### src/rtl/comparator_arbiter.sv
// Round-robin arbiter feeding one shared signed less-than comparator, with a
// single-entry output register (EMPTY/FULL) and a saturating transfer counter.

// Structural signed less-than: a one-bit sign extension makes a-b exact for
// every pair, including opposite-sign extremes, so the sign of the difference
// is the result.
module signed_lt #(
   parameter int N = 32
) (
   input  logic signed [N-1:0] a,
   input  logic signed [N-1:0] b,
   output logic                lt
);
   logic [N:0] diff;

   assign diff = {a[N-1], a} - {b[N-1], b};
   assign lt   = diff[N];
endmodule

module comparator_arbiter #(
   parameter  int N  = 32,
   parameter  int R  = 4,
   localparam int IW = $clog2(R)
) (
   input  logic            clk,
   input  logic            rst_n,
   input  logic [R-1:0]    req_valid,
   input  logic [R*N-1:0]  req_a,
   input  logic [R*N-1:0]  req_b,
   output logic [R-1:0]    req_ready,
   output logic            rsp_valid,
   output logic            rsp_lt,
   output logic [IW-1:0]   rsp_id,
   input  logic            rsp_ready,
   output logic [15:0]     cmp_count
);

   logic [IW-1:0]      last_grant;
   logic [IW-1:0]      grant_id;
   logic [IW-1:0]      cand;
   logic [R-1:0]       grant_vec;
   logic               found;
   logic               armed;
   logic               grant_ok;
   logic               transfer;
   logic               lt;
   logic signed [N-1:0] sel_a;
   logic signed [N-1:0] sel_b;

   // Counter saturates instead of wrapping.
   function automatic logic [15:0] sat_inc(input logic [15:0] v);
      return (v == 16'hFFFF) ? v : v + 16'd1;
   endfunction

   // Round-robin search starting just after the last granted requester.
   always_comb begin
      grant_vec = '0;
      grant_id  = '0;
      cand      = '0;
      found     = 1'b0;
      for (int k = 1; k <= R; k++) begin
         cand = IW'((int'(last_grant) + k) % R);
         if (!found && req_valid[cand]) begin
            found           = 1'b1;
            grant_id        = cand;
            grant_vec[cand] = 1'b1;
         end
      end
   end

   // A grant needs an empty slot or a slot being drained this cycle; armed
   // blocks any transfer in the cycle reset is released.
   assign grant_ok  = armed & (~rsp_valid | rsp_ready);
   assign req_ready = grant_ok ? grant_vec : '0;
   assign transfer  = grant_ok & found;

   // Operand mux for the granted requester; unregistered so the result lands one edge later.
   always_comb begin
      sel_a = '0;
      sel_b = '0;
      for (int i = 0; i < R; i++) begin
         if (grant_id == IW'(i)) begin
            sel_a = req_a[i*N +: N];
            sel_b = req_b[i*N +: N];
         end
      end
   end

   signed_lt #(.N(N)) u_lt (
      .a  (sel_a),
      .b  (sel_b),
      .lt (lt)
   );

   // Output slot, arbitration history and transfer counter.
   always_ff @(posedge clk or negedge rst_n) begin
      if (!rst_n) begin
         armed      <= 1'b0;
         rsp_valid  <= 1'b0;
         rsp_lt     <= 1'b0;
         rsp_id     <= '0;
         last_grant <= IW'(R - 1);
         cmp_count  <= '0;
      end else begin
         armed <= 1'b1;
         if (transfer) begin
            rsp_valid  <= 1'b1;
            rsp_lt     <= lt;
            rsp_id     <= grant_id;
            last_grant <= grant_id;
            cmp_count  <= sat_inc(cmp_count);
         end else if (rsp_ready) begin
            rsp_valid <= 1'b0;
            rsp_lt    <= 1'b0;
            rsp_id    <= '0;
         end
      end
   end

endmodule

### config.mk
export PLATFORM = sky130hd
export DESIGN_NAME = comparator_arbiter
export DESIGN_NICKNAME = d
export VERILOG_FILES = /design/src/rtl/comparator_arbiter.sv
export SDC_FILE = /design/constraint.sdc
export NUM_CORES = 1
export LEC_CHECK = 0
export BUFFER_PORTS_ARGS = -buffer_cell sky130_fd_sc_hd__buf_2
export CORE_ASPECT_RATIO = 0.5
export CORE_MARGIN = 2
export CORE_UTILIZATION = 46
export DETAILED_ROUTE_END_ITERATION = 8
export PLACE_DENSITY = 0.92
export SETUP_SLACK_MARGIN = 0.5
export SYNTH_ARGS = -nofsm -noshare
export SYNTH_HDL_FRONTEND = slang
export SYNTH_HIERARCHICAL = 1
export SYNTH_SLANG_ARGS = --single-unit
### constraint.sdc
create_clock -name clk -period 5.65 [get_ports clk]
set_input_delay 0.565 -clock clk [delete_from_list [all_inputs] [get_ports clk]]
set_output_delay 0.565 -clock clk [all_outputs]
set_load 0.02 [all_outputs]
==> metrics.yaml <==
cts:
  post_cts_resized: 0
  htree_levels: 1
  clk_pin_slew_ns: 0.06
  cts_sinks: 23
  clk-insertion-delay-late_ns: 0.26
  holdBufCountCts: 0
  numCtsBuffers: 3
  cts_max_path_buffers: 2
  cts_root_buf: "clkbuf_16"
  post_cts_buffers: 0
  cts_tree: "yes"
pwr:
  p_clk_frac: 0.045
  power_leakage_nw: 2.94
  comb_power_share: 0.876
  peakVddDrop_mv: 0.577
  swShare: 0.576
  p_total_mw: 3.46
  p_per_area_nw_per_um2: 618
  pwr-share-seq: 0.079
  p_int_mw: 1.47
  switchingPower_mw: 1.99
floorplan:
  io_pins: 287
  coreArea_um2: 8710
  die_x_um: 138
  rows: 24
  die_y_um: 71.0
  die-area_um2: 9790
  start_util: 0.474
global_routing:
  grt_start_max_net_pins: 131
  grt_pass1_wl_mm: 22.6
  grt_antenna_before_repair: 0
  gr-usage-met3: 0.0423
  gr-usage-met1: 0.389
  use_met2: 0.469
  busiest_layer: "met2"
  grt.overflow.total: 0
  grt_pass1_vias: 4969
  grt_use_total: 0.282
final_layout:
  layout_commonest_cell: "buf_2"
  final_cells: 996
  fin_area_um2: 5600
  fillCellCount: 769
  regArea_um2: 578
  nNetsFinal: 1183
  final_core_util: 0.643
  final_cell_mix: "buf_2, nand2_1, a21oi_1"
  area_delta_synth_final_pct: 35.7
  num_antenna_cells: 0
  drive_gt1_frac: 0.349
  multi_input_area_um2: 3160
synthesis:
  synth_flop_cell: "dfrtp_1"
  synth_enable_flop_cells: 0
  yosys.area.top_type_share: 0.199
  synth.largest_area_cell: "nand2_1"
  synth_area_leaders: "nand2_1, a32oi_1, dfrtp_1"
  synthArstFlopShare: 1.00
  synth_seq_cells: 23
  postSynthCellCount: 635
  syn_area_um2: 4130
  synth_seq_area_share: 0.140
  yosys.cell_types.count: 58
  yosys_warnings: 6
  synth_nets: 938
  synth.avg_cell_area_um2: 6.50
drt:
  final_antenna_net_count: 0
  via_per_inst: 5.65
  post_drt_wl_per_cell_um: 14.7
  drt_iter0_markers: 534
  num_vias: 5627
  dr.pass1.iters: 5
  drc: 0
  wirelength_mm: 14.7
critical_path:
  crit_start: "last_grant[0]"
  regToRegEndpoint: "rsp_lt"
  required_ns: 5.80
  reg2regPathDepth: 17
  ff2ff_setup_slack_ns: 1.08
  startpoint_type: "flop"
  cp-endpoint: "rsp_lt"
  arrival_ns: 4.72
  rr_startpoint: "last_grant[0]"
  critical_path_class: "reg -> reg"
  worstPathMaxFanout: 128
  end_kind: "flop"
place:
  place_hpwl_mm: 11.6
  dp_cells: 992
  gp_congestion: 0.983
  io_buffers: 286
  placedInstanceArea_um2: 5510
  place_ws_ns: 0.949
sta:
  tightest_slew_ns: 0.984
  fin_crit_ns: 4.57
  setup_slack_ns: 1.08
  maxSlewHeadroom: 0.327
  fmax_mhz: 219
  finalCritPeriodShare: 0.809
  clock_skew_ns: 0.00435
  finalHoldViolCount: 0
  rsz0062_at_grt: "false"
  tns_ns: 0
  whs_ns: 0.271
  maxSlewViolCount: 0
  setup_violations: 0
job:
  drv_cap: 0
outcome:
  status: "finished clean"
worst_hold_path:
  hold_class: "in -> async"
[worst max-delay path, cell delays in order (launching register included)]
cell and delay (ns):
dfstp_2 0.74, inv_1 0.22, ha_1 0.49, o21ai_0 0.14
a22oi_1 0.44, and2_4 0.25, buf_12 0.35, a21oi_1 0.14
a32oi_1 0.18, inv_1 0.06, ha_1 0.32, nand4_1 0.11
nor3_1 0.33, a31oi_1 0.12, a31oi_1 0.21, o22ai_1 0.12
nand2_1 0.07, nand2_1 0.04
[cells in the mapped netlist, types with 3 or more instances]
| cell type | number |
|---|---|
| nand3_1 | 11 |
| a222oi_1 | 4 |
| xor2_1 | 3 |
| nand2_1 | 219 |
| clkbuf_1 | 18 |
| nor3_1 | 7 |
| a32oi_1 | 64 |
| nand2b_1 | 3 |
| inv_1 | 38 |
| buf_2 | 16 |
| a21oi_1 | 81 |
| dfrtp_1 | 21 |
| o21ai_0 | 10 |
| nor3b_1 | 4 |
| nor2_1 | 12 |
| nand4_1 | 8 |
| buf_4 | 13 |
| xnor2_1 | 10 |
| ha_1 | 40 |
[sequential cells by signal (all words and copies together), names as in the netlist]
| register | cells |
|---|---|
| rsp_id | 2 |
| rsp_lt | 1 |
| cmp_count | 16 |
| rsp_valid | 1 |
| armed | 1 |
| last_grant | 2 |
[worst min-delay path by stage]
stage / start / endpoint / slack [ns] / cells past startpoint
2_1_floorplan: rst_n / armed / 0.27 / 0
6_report: rst_n / cmp_count[0] / 0.27 / 1
4_1_cts: rst_n / cmp_count[15] / 0.29 / 1
5_1_grt: rst_n / cmp_count[0] / 0.31 / 1
3_3_place_gp: rsp_id[0] / rsp_id[0] / 0.46 / 2
3_5_place_dp: rsp_id[1] / rsp_id[1] / 0.47 / 2
[kinds of logic (layout without fill, tap and decap cells)]
kind of cell | Yosys count | after routing | share of synthesized area
AOI/OAI and AO/OA | 182 | 182 | 0.301
xor gates and xnor gates | 13 | 13 | 0.0276
adders and majority gates | 40 | 40 | 0.121
buffers and inverters | 88 | 332 | 0.100
DFF | 23 | 23 | 0.140
muxes | 5 | 5 | 0.0158
other | 1 | 1 | 0.000908
and+or+nand+nor | 283 | 283 | 0.293
[routing by layer]
| layer | vias up | part of all wire |
|---|---|---|
| met5 | - | 0 |
| met4 | 0 | 0.017 |
| met3 | 37 | 0.070 |
| met2 | 237 | 0.47 |
| met1 | 2593 | 0.45 |
| li1 | 2760 | - |
[power groups by stage]
| stage | registers [mW] | logic [mW] | clock network [mW] |
|---|---|---|---|
| 6_report | 0.273 | 3.03 | 0.156 |
| 5_1_grt | 0.284 | 3.44 | 0.166 |
| 4_1_cts | 0.272 | 3.00 | 0.159 |
| 3_5_place_dp | 0.275 | 2.98 | 0 |
| 3_3_place_gp | 0.272 | 2.90 | 0 |
| 2_1_floorplan | 0.286 | 2.37 | 0 |
[cell type report]
cell class	count	share of cell area
clock buffers	3	0.0134
clock inverters	1	0.00134
inverters	38	0.0255
multi-input cells	524	0.565
flip-flops and latches	23	0.103
well taps	117	0.0261
repair buffers	290	0.265
No activity file was read; power rests on OpenSTA's default activity.
